## config.mk

```make
export PLATFORM = sky130hd
export DESIGN_NAME = topo_mux_n
export DESIGN_NICKNAME = d
export VERILOG_FILES = /design/src/rtl/topo_pkg.sv /design/src/rtl/topo_out_reg.sv /design/src/rtl/topo_mux_n.sv
export SDC_FILE = /design/constraint.sdc
export NUM_CORES = 1
export LEC_CHECK = 0
export ABC_AREA = 1
export CORE_MARGIN = 3
export CORE_UTILIZATION = 33
export CTS_BUF_LIST = sky130_fd_sc_hd__clkbuf_8 sky130_fd_sc_hd__clkbuf_16
export DETAILED_ROUTE_END_ITERATION = 8
export PLACE_DENSITY = 0.8
export SYNTH_ARGS = -nofsm -noshare
export SYNTH_HDL_FRONTEND = slang
export SYNTH_SLANG_ARGS = --single-unit
```

## constraint.sdc

```tcl
create_clock -name clk -period 1.3 [get_ports clk]
set_input_delay 0.39 -clock clk [delete_from_list [all_inputs] [get_ports clk]]
set_output_delay 0.39 -clock clk [all_outputs]
set_load 0.005 [all_outputs]
```

## src/rtl/topo_pkg.sv

```systemverilog
// Shared types and helpers for the topology switch blocks in the reconfigurable fabric.
package topo_pkg;

  localparam int TOPO_N = 7;
  localparam int TOPO_W = 1;

  typedef enum logic [1:0] {
    ST_RUN    = 2'd0,
    ST_DRAIN  = 2'd1,
    ST_SWITCH = 2'd2
  } state_t;

  // Out-of-range selects fall back to the last channel, as the legacy selectors did.
  function automatic int unsigned sel_clamp(input int unsigned sel, input int unsigned n);
    return (sel >= n) ? n - 1 : sel;
  endfunction

endpackage

```

## src/rtl/topo_out_reg.sv

```systemverilog
// Single-entry W-bit output register with valid/ready hold; data and valid are frozen while stalled.
module topo_out_reg #(
  parameter int W = 1
) (
  input  logic         clk,
  input  logic         rst,
  input  logic         in_valid_i,
  input  logic [W-1:0] in_data_i,
  output logic         in_ready_o,
  output logic         out_valid_o,
  output logic [W-1:0] out_data_o,
  input  logic         out_ready_i
);

  logic         valid_q, valid_d;
  logic [W-1:0] data_q, data_d;

  assign in_ready_o  = !valid_q || out_ready_i;
  assign out_valid_o = valid_q;
  assign out_data_o  = data_q;

  always_comb begin
    valid_d = valid_q;
    data_d  = data_q;
    if (in_valid_i && in_ready_o) begin
      valid_d = 1'b1;
      data_d  = in_data_i;
    end else if (out_ready_i) begin
      valid_d = 1'b0;
    end
  end

  always_ff @(posedge clk) begin
    if (rst) begin
      valid_q <= 1'b0;
      data_q  <= '0;
    end else begin
      valid_q <= valid_d;
      data_q  <= data_d;
    end
  end

endmodule

```

## src/rtl/topo_mux_n.sv

```systemverilog
// N:1 flow-controlled channel selector that drains the output slot before switching channel.
// Define TOPO_MUX_XFER_CNT_EN to build the accepted-beat counter on xfer_cnt.
module topo_mux_n
  import topo_pkg::*;
#(
  parameter  int N       = TOPO_N,
  parameter  int W       = TOPO_W,
  parameter  int SEL_RST = 0,
  localparam int SW      = $clog2(N)
) (
  input  logic           clk,
  input  logic           rst,
  input  logic [N*W-1:0] din,
  input  logic [N-1:0]   din_valid,
  output logic [N-1:0]   din_ready,
  output logic [W-1:0]   dout,
  output logic           dout_valid,
  input  logic           dout_ready,
  input  logic           cfg_valid,
  input  logic [SW-1:0]  cfg_sel,
  output logic           cfg_ready,
  output logic [SW-1:0]  cur_sel,
  output logic           cfg_done,
  output logic           cfg_err,
  output logic [31:0]    xfer_cnt
);

  state_t              state_q, state_d;
  logic [SW-1:0]       cur_sel_q, cur_sel_d, pend_sel_q, pend_sel_d;
  logic                cfg_err_q, cfg_err_d;
  logic                out_free, beat_acc;
  logic [N-1:0][W-1:0] din_ch;

  assign din_ch   = din;
  assign beat_acc = din_valid[cur_sel_q] && din_ready[cur_sel_q];
  assign cur_sel  = cur_sel_q;
  assign cfg_err  = cfg_err_q;

  topo_out_reg #(.W(W)) u_out (
    .clk         (clk),
    .rst         (rst),
    .in_valid_i  (beat_acc),
    .in_data_i   (din_ch[cur_sel_q]),
    .in_ready_o  (out_free),
    .out_valid_o (dout_valid),
    .out_data_o  (dout),
    .out_ready_i (dout_ready)
  );

  always_comb begin
    state_d    = state_q;
    cur_sel_d  = cur_sel_q;
    pend_sel_d = pend_sel_q;
    cfg_err_d  = 1'b0;
    din_ready  = '0;
    cfg_ready  = 1'b0;
    cfg_done   = 1'b0;
    case (state_q)
      ST_RUN: begin
        // A beat taken alongside the config still uses the old cur_sel.
        din_ready[cur_sel_q] = out_free && !rst;
        cfg_ready            = !rst;
        if (cfg_valid && cfg_ready) begin
          pend_sel_d = SW'(sel_clamp(32'(cfg_sel), 32'(N)));
          cfg_err_d  = 32'(cfg_sel) >= 32'(N);
          state_d    = ST_DRAIN;
        end
      end
      ST_DRAIN: begin
        if (out_free) state_d = ST_SWITCH;
      end
      ST_SWITCH: begin
        cur_sel_d = pend_sel_q;
        cfg_done  = !rst;
        state_d   = ST_RUN;
      end
      default: state_d = ST_RUN;
    endcase
  end

  always_ff @(posedge clk) begin
    if (rst) begin
      state_q    <= ST_RUN;
      cur_sel_q  <= SW'(SEL_RST);
      pend_sel_q <= SW'(SEL_RST);
      cfg_err_q  <= 1'b0;
    end else begin
      state_q    <= state_d;
      cur_sel_q  <= cur_sel_d;
      pend_sel_q <= pend_sel_d;
      cfg_err_q  <= cfg_err_d;
    end
  end

`ifdef TOPO_MUX_XFER_CNT_EN
  logic [31:0] xfer_cnt_q, xfer_cnt_d;

  always_comb begin
    xfer_cnt_d = xfer_cnt_q;
    if (state_q == ST_SWITCH) xfer_cnt_d = '0;
    else if (beat_acc)        xfer_cnt_d = xfer_cnt_q + 32'd1;
  end

  always_ff @(posedge clk) begin
    if (rst) xfer_cnt_q <= '0;
    else     xfer_cnt_q <= xfer_cnt_d;
  end

  assign xfer_cnt = xfer_cnt_q;
`else
  assign xfer_cnt = '0;
`endif

endmodule

```

# [Word level (Yosys, flattened, before mapping)]
# Cells that the tools add are included.
# W data, S select, Z words.
[word_totals] regBits=11 inputBits=21 wordCells=46
[op_classes] muxes=17 eq_ne=4 bitwise=3 order_cmp=3 reduce_logical=13
[ops] operator="$bmux W1 S3" n=3
[ops] operator="$mux W1" n=8
[ops] operator="$and A7 B7 Y7" n=1
[ops] operator="$mux W7" n=1
[ops] operator="$logic_and A1 B1 Y1" n=5
[ops] operator="$lt A3 B4 Y1 const B" n=1
[ops] operator="$mux W2" n=2
[ops] operator="$ne A2 B2 Y1 const B" n=2
[ops] operator="$pmux W2 S2" n=1
[ops] operator="$reduce_and A2 Y1" n=2
[ops] operator="$demux W1 S3" n=1
[ops] operator="$ge A3 B1 Y1 const B" n=1
[ops] operator="$ge A3 B3 Y1 const B" n=1
[ops] operator="$mux W3" n=1
[ops] operator="$reduce_or A3 Y1" n=1
[ops] operator="$eq A2 B1 Y1 const B" n=1
[ops] operator="$eq A2 B2 Y1 const B" n=1
[ops] operator="$logic_not A1 Y1" n=2
[ops] operator="$logic_not A2 Y1" n=1
[ops] operator="$not A1 Y1" n=2
[ops] operator="$reduce_bool A2 Y1" n=1
[ops] operator="$logic_or A1 B1 Y1" n=1

# [Longest topological paths before layout]
# Gate-level depths: netlist (run 1).
[depth] ltp_word=11 mapped_depth=9 depth_no_buf=9

# [By module]
# From an unflattened synthesis (run 1), not the netlist that was laid out.
[unflattened] hier_cells=142 area_unflattened_um2=903.4
[by_module_without_submodules] module="topo_mux_n" instances=1 cells_each=130 area_each_um2=814.5
[by_module_without_submodules] module="topo_out_reg" instances=1 cells_each=12 area_each_um2=88.8

# [Least setup slack after synthesis (run 1)]
# Ideal clock, no wire load.
[synth_path] path_type="input to output" from="input port rst" to="output port din_ready[6]" arrival_time_ns=0.881 path_buffers=0 setup_slack_ns=0.029 path_stages=5 required_ns=0.910 cell_sequence="inv_2 > nand2_2 > nor2_4 > nand2_1 > nor3_1"
[synth_between] elab_chain_cells=4
[synth_lines] element="from (decl)" line="topo_mux_n.sv:12" rtl="input logic rst,"
[synth_lines] element="$logic_not A1 Y1" line="topo_mux_n.sv:61" rtl="din_ready[cur_sel_q] = out_free && !rst;"
[synth_lines] element="$logic_and A1 B1 Y1" line="topo_mux_n.sv:61"
[synth_lines] element="$and A7 B7 Y7 (no source line)"
[synth_lines] element="$mux W7" line="topo_mux_n.sv:58" rtl="case (state_q)"
[synth_lines] element="to (decl)" line="topo_mux_n.sv:15" rtl="output logic [N-1:0] din_ready,"
# Every way passes these cells.

# [Worst setup path in the final report (run 1)]
[layout_path] from="register state_q[1]" to="output port din_ready[6]"
[layout_between] elab_chain_cells=2
[layout_lines] element="from (decl)" line="topo_mux_n.sv:28" rtl="state_t state_q, state_d;"
[layout_lines] element="from (signal assigned)" line="topo_mux_n.sv:88" rtl="state_q <= state_d;"
[layout_lines] element="$logic_not A2 Y1" line="topo_mux_n.sv:58"
[layout_lines] element="$mux W7" line="topo_mux_n.sv:58"
# Every way passes these cells.

==> results of run 1 <==
## cell families (layout without fill, tap and decap cells)
logic type,Yosys count,in the layout,synth area share (%)
AND/OR/NAND/NOR,57,57,30.80
AO/OA/AOI/OAI,14,14,8.467
flip-flops,11,11,25.69
other,1,32,0.4375
buffers and inverters,47,81,34.60
## through the flow
| stage | std cells | area, um^2 | setup TNS, ns | power [mW] | hold WS (ns) |
|---|---|---|---|---|---|
| final | 223 | 1411 | -2.425 | 1.061 | 0.4840 |
| after floorplan | 161 | 973.4 | 0 | 0.5719 | 0.4348 |
| after detailed placement | 210 | 1266 | -9.836 | 0.6757 | 0.4565 |
| after global placement | 210 | 1266 | -9.751 | 0.6719 | 0.4519 |
| after global routing | 223 | 1411 | -2.979 | 1.121 | 0.4978 |
| after CTS | 220 | 1338 | -2.908 | 1.035 | 0.4678 |
## worst max-delay path by stage
stage,cells past startpoint,slack [ns],startpoint,end
after floorplan,5,0.03,rst,din_ready[6]
after global placement,7,-0.93,rst,din_ready[6]
after detailed placement,7,-0.96,rst,din_ready[6]
after CTS,6,-0.39,state_q[0]$_SDFFE_PP0P_,din_ready[6]
after global routing,6,-0.38,state_q[1]$_SDFFE_PP0P_,din_ready[6]
final,6,-0.33,state_q[1]$_SDFFE_PP0P_,din_ready[6]
## flip-flops by register name, indices dropped and copies added, names as in the netlist
| name | count |
|---|---|
| cur_sel | 3 |
| pend_sel_q | 3 |
| state_q | 2 |
| cfg_err | 1 |
| u_out.out_data_o | 1 |
| u_out.out_valid_o | 1 |
## placed cells by master, fill, tap and decap left out
cell type,synthesis,layout
nand3b_1,1,1
buf_2,0,10
o21ai_0,6,3
o21ai_1,1,3
or2_0,1,1
clkdlybuf4s50_1,0,18
nor2_4,2,5
buf_12,0,1
nand2_1,21,19
nand2_4,0,1
o21ai_2,0,1
inv_2,4,7
dfxtp_1,11,5
nor2_2,4,9
clkbuf_2,0,2
buf_6,0,6
buf_4,32,20
nor2_1,16,8
dfxtp_4,0,1
nand2_2,3,4
conb_1,1,32
nor3_2,0,1
clkbuf_8,0,3
inv_4,0,1
o31ai_1,1,1
nand3_1,7,7
dlygate4sd2_1,0,3
a21oi_1,6,4
inv_1,11,8
clkdlybuf4s15_1,0,2
dfxtp_2,0,5
nor3_1,2,1
a21oi_2,0,2
## what timing repair did
item                                    in CTS  in global routing
pin swaps                                   14                 14
cloned                                       0                  1
endpoints found under the hold margin        0                  0
endpoints found under the setup margin      19                 15
setup buffers                                6                  5
gates resized for setup                     70                 23
## metal layers
metal | track usage [%] | up-vias | wire length [um] | part of all wire (%)
met5 | 0 | - | 0 | 0
met4 | 4.967 | 0 | 78 | 3.3
met3 | 3.394 | 9 | 213 | 8.9
met2 | 22.02 | 47 | 1233 | 52
met1 | 14.40 | 394 | 868 | 36
li1 | - | 471 | - | -
## cell type report
type	instances	area [um^2]
Clock buffer	3	41.29
Clock inverter	1	3.754
Fill cell	221	928.4
Inverter	15	58.81
Multi-Input combinational cell	103	518.0
Sequential cell	11	230.2
Tap cell	28	35.03
Timing Repair Buffer	62	524.3
## tightest hold or removal path: cells and delay by family, from the launching register on
family | cells | cell delay, ns
flops | 1 | 0.32
simple gates | 1 | 0.06
compound gates | 1 | 0.06
## cell usage after synthesis
master and instances:
o21ai_0 6, o31ai_1 1, inv_2 4, a21oi_1 6, nand2_2 3, nand3_1 7, nor2_2 4, nand3b_1 1
or2_0 1, nor2_4 2, o21ai_1 1, nor2_1 16, buf_4 32, nand2_1 21, conb_1 1, nor3_1 2
inv_1 11, dfxtp_1 11
## where the power goes
part           switching (mW)  internal (mW)  total [mW]
clock                   0.134          0.208       0.342
combinational           0.165          0.180       0.345
sequential             0.0148          0.359       0.374
total                   0.314          0.747        1.06
==> results.json, run 1 <==
{
  "gp_congestion": 0.8420,
  "cts_root_buffer": "clkbuf_8",
  "dpl.hpwl_um": 1611,
  "port_buffers": 35,
  "netlist_area_um2": 857.1,
  "core_um2": 2340,
  "netlist.top_cell.by_area": "buf_4",
  "vias": 921,
  "cp_slowest_cell": "dfxtp_2",
  "vias_per_cell": 4.130,
  "utilization_pct": 60.32,
  "clock_path_buffers": 2,
  "path_cells": "nor2_2 -> nand2_2 -> nor2_4 -> nand2_4 -> nor3_2 -> buf_2",
  "grtUsageTotal_pct": 12.56,
  "min_path_type": "flop to flop",
  "wl_per_cell_um": 10.74,
  "io_pins": 68,
  "p_per_area_nw_per_um2": 751.4,
  "grt_overflow": 0,
  "p_leak_nw": 0.7049,
  "r2r_end": "u_out.out_data_o$_SDFFE_PP0P_",
  "die-area_um2": 3244,
  "grt_pass1_wl_um": 3243,
  "antenna_found_initial": 0,
  "hold_path_depth": 2,
  "dieHeight_um": 56.96,
  "crit_type": "flop to output pin",
  "r2r-start": "cur_sel[0]$_SDFFE_PP0N_",
  "synth.yosys.seq_area_share_pct": 25.69,
  "rsz0062_at_grt": "true",
  "finalCritPeriodShare_pct": 125.4,
  "worst_ep_arrival_time_ns": 1.24,
  "synth_top_area_share_pct": 28.03,
  "ir_worst_vdd_mv": 0.6709,
  "drc": 0,
  "cts_hold_buf": 0,
  "cap_viol_max_count": 0,
  "first_global_vias": 772,
  "synth.avg_cell_area_um2": 6.593,
  "area_growth_syn_to_layout_pct": 64.67,
  "n_antenna_cell": 0,
  "max_stage_delay_ns": 0.32,
  "hold_viol_final": 0,
  "yosysUniqueCellTypes": 18,
  "cts_inserted_buffers": 3,
  "cts_tree": "yes",
  "clock_latency_ns": 0.24,
  "startpoint_type": "flop",
  "synthTopCellsByArea": "buf_4, dfxtp_1, nand2_1",
  "fmax_mhz": 613.4,
  "htreeDepth": 1,
  "cp_top_family": "simple AND/OR/NAND/NOR gates",
  "setup_violations": 10,
  "failed_checks": "negative setup slack",
  "ant_nets": 0,
  "synthCells": 130,
  "fin_worst_skew_ns": 0.004705,
  "status": "finished, violations left",
  "wirelength_um": 2394,
  "slew_viol_final": 0,
  "cp-end-kind": "output pin",
  "rows": 17,
  "drtIter0Drc": 18,
  "hold_path_end": "pend_sel_q[0]$_SDFFE_PP0P_",
  "r2r_slack_ns": 0.04,
  "ys_warn_count": 0,
  "period_minus_slack_ns": 1.630,
  "drt-pass1-iter-count": 4,
  "critPathMaxFanout": 4,
  "ys_ff_latch": 11,
  "pre_cts_ws_ns": -0.9587,
  "layout-drive-gt1-share_pct": 40.51,
  "fin_ws_ns": -0.3303,
  "start_util_pct": 36.63,
  "path_clk_slew_ns": 0.05,
  "grt_max_degree": 10,
  "cp_num_buf_inv": 1,
  "worstPathRequired_ns": 0.91,
  "cts.sinks": 11,
  "nets": 217,
  "hp-start": "pend_sel_q[0]$_SDFFE_PP0P_",
  "die_x_um": 56.96,
  "ff2ff_path_depth": 9
}
Note: power is estimated with default switching activity, not from simulation.
==> inputs of run 2 (changes only) <==
Settings changed: SLEW_MARGIN from default to 20.
==> results of run 2 <==
Same layout as run 1: the final DEF is identical, and so are final timing and power.
==> inputs of run 3 (changes only) <==
Settings changed: CTS_BUF_LIST sky130_fd_sc_hd__clkbuf_8 sky130_fd_sc_hd__clkbuf_16 to default.
==> run 3 against run 2 <==
Combinational power decreased by 5%. Via count decreased by 3.8%. Sequential power about the same. Critical path depth unchanged. Clock power is 29% lower. Worst setup slack worse by 0.049 ns. Fmax down 2.9%. Clock skew increased by 0.0081 ns. Register-to-register slack is essentially flat. Critical path type unchanged. The flow still finishes with violations (negative setup slack).
==> results.json, run 3 (synthesis results as in run 1) <==
{
  "status": "finished, violations left",
  "failed_checks": "negative setup slack",
  "fmax_mhz": 595.5,
  "port_buffers": 35,
  "antenna_found_initial": 0,
  "wl_per_cell_um": 10.11,
  "slew_viol_final": 0,
  "mostFrequentLayoutCells": "conb_1, nand2_1, buf_4",
  "drtIter0Drc": 13,
  "core_um2": 2340,
  "wirelength_um": 2214,
  "fillers": 238,
  "worst_ep_arrival_time_ns": 1.29,
  "gp_congestion": 0.8420,
  "grt_overflow": 0,
  "worstPathRequired_ns": 0.91,
  "setup_violations": 9,
  "fin_worst_skew_ns": 0.01281,
  "grt_max_degree": 10,
  "p_per_area_nw_per_um2": 701.7,
  "cts.sinks": 11,
  "cts_root_buffer": "clkbuf_4",
  "min_path_type": "flop to flop",
  "grt_pass1_wl_um": 3229,
  "rsz0062_at_grt": "true",
  "first_global_vias": 767,
  "layout-drive-gt1-share_pct": 39.27,
  "crit_type": "flop to output pin",
  "cts_inserted_buffers": 3,
  "start_util_pct": 36.63,
  "critPathMaxFanout": 4,
  "finalCritPeriodShare_pct": 129.2,
  "io_pins": 68,
  "ant_nets": 0,
  "nets": 213,
  "dieHeight_um": 56.96,
  "fin_ws_ns": -0.3794,
  "area_growth_syn_to_layout_pct": 56.79,
  "die-area_um2": 3244,
  "ir_worst_vdd_mv": 0.5726,
  "hold_viol_final": 0,
  "n_antenna_cell": 0,
  "grtUsageTotal_pct": 12.66,
  "clock_path_buffers": 2,
  "power_uw": 942.9,
  "cp-end-kind": "output pin",
  "die_x_um": 56.96,
  "vias_per_cell": 4.046,
  "rows": 17,
  "cts_tree": "yes",
  "clock_latency_ns": 0.28,
  "p_leak_nw": 0.6784,
  "period_minus_slack_ns": 1.679,
  "vias": 886,
  "layout_commonest_cell": "conb_1",
  "dpl.hpwl_um": 1611,
  "r2r_slack_ns": 0.05,
  "drt-pass1-iter-count": 4,
  "htreeDepth": 1,
  "utilization_pct": 57.43,
  "startpoint_type": "flop",
  "drc": 0,
  "path_clk_slew_ns": 0.08,
  "cap_viol_max_count": 0
}
run 3: changes by cell type in the layout (fill, tap and decap cells not counted), moves of 2 or more:
cell             previous run  this run
clkbuf_2                    2         0
clkbuf_4                    0         3
buf_2                      10        13
buf_6                       6         3
clkdlybuf4s15_1             2         0
clkbuf_8                    3         0
run 3: critical path, cell delays in order, from the launching register on:
cell	delay, ns
dfxtp_2	0.34
nor2_2	0.11
nand2_2	0.08
nor2_4	0.15
nand2_4	0.09
nor3_2	0.11
buf_2	0.13
run 3: layout make-up:
| type | count | area, um^2 | share of cell area, % |
|---|---|---|---|
| repair buffers | 58 | 476.7 | 35.47 |
| clock buffers | 4 | 26.28 | 1.955 |
| flip-flops and latches | 11 | 230.2 | 17.13 |
| inverters | 15 | 61.31 | 4.562 |
| multi-input cells | 103 | 514.2 | 38.27 |
| well taps | 28 | 35.03 | 2.607 |
run 3: metal layers:
layer	wire length [um]	global-route usage, %	vias up
met5	0	0	-
met4	28	4.967	0
met3	214	4.072	4
met2	1133	22.02	44
met1	838	14.27	376
li1	-	-	462
run 3: final timing paths:
| kind | start | endpoint | cells after the start |
|---|---|---|---|
| worst max-delay path | state_q[1]$_SDFFE_PP0P_ | din_ready[6] | 6 |
| worst min-delay path | pend_sel_q[0]$_SDFFE_PP0P_ | pend_sel_q[0]$_SDFFE_PP0P_ | 2 |
| worst max register to register | cur_sel[1]$_SDFFE_PP0N_ | u_out.out_data_o$_SDFFE_PP0P_ | 10 |
| worst min register to register | pend_sel_q[0]$_SDFFE_PP0P_ | pend_sel_q[0]$_SDFFE_PP0P_ | 2 |
run 3: what timing repair did:
| item | in CTS | in global routing |
|---|---|---|
| hold buffers | 0 | 0 |
| cloned | 0 | 0 |
| setup endpoints to repair | 18 | 13 |
| gates resized for setup | 75 | 18 |
| pin swaps | 14 | 13 |
| setup buffers | 6 | 2 |
| hold endpoints to repair | 0 | 0 |
run 3: power by group:
part	total [mW]	leakage [nW]	switching (mW)	internal, mW
combinational	0.328	0.571	0.159	0.169
clock	0.243	0.0150	0.124	0.119
sequential	0.372	0.0928	0.0139	0.358
total	0.943	0.678	0.297	0.646
run 3: per-stage QoR:
| step | worst slack [ns] | hold slack [ns] | area [um^2] | std cells | setup TNS (ns) |
|---|---|---|---|---|---|
| finish | -0.3794 | 0.4725 | 1344 | 219 | -2.837 |
| floorplan | 0.02855 | 0.4348 | 973.4 | 161 | 0 |
| detailed placement | -0.9587 | 0.4565 | 1266 | 210 | -9.836 |
| global route | -0.4320 | 0.4894 | 1344 | 219 | -3.423 |
| CTS | -0.4378 | 0.4704 | 1303 | 220 | -3.353 |
| global placement | -0.9255 | 0.4519 | 1266 | 210 | -9.751 |
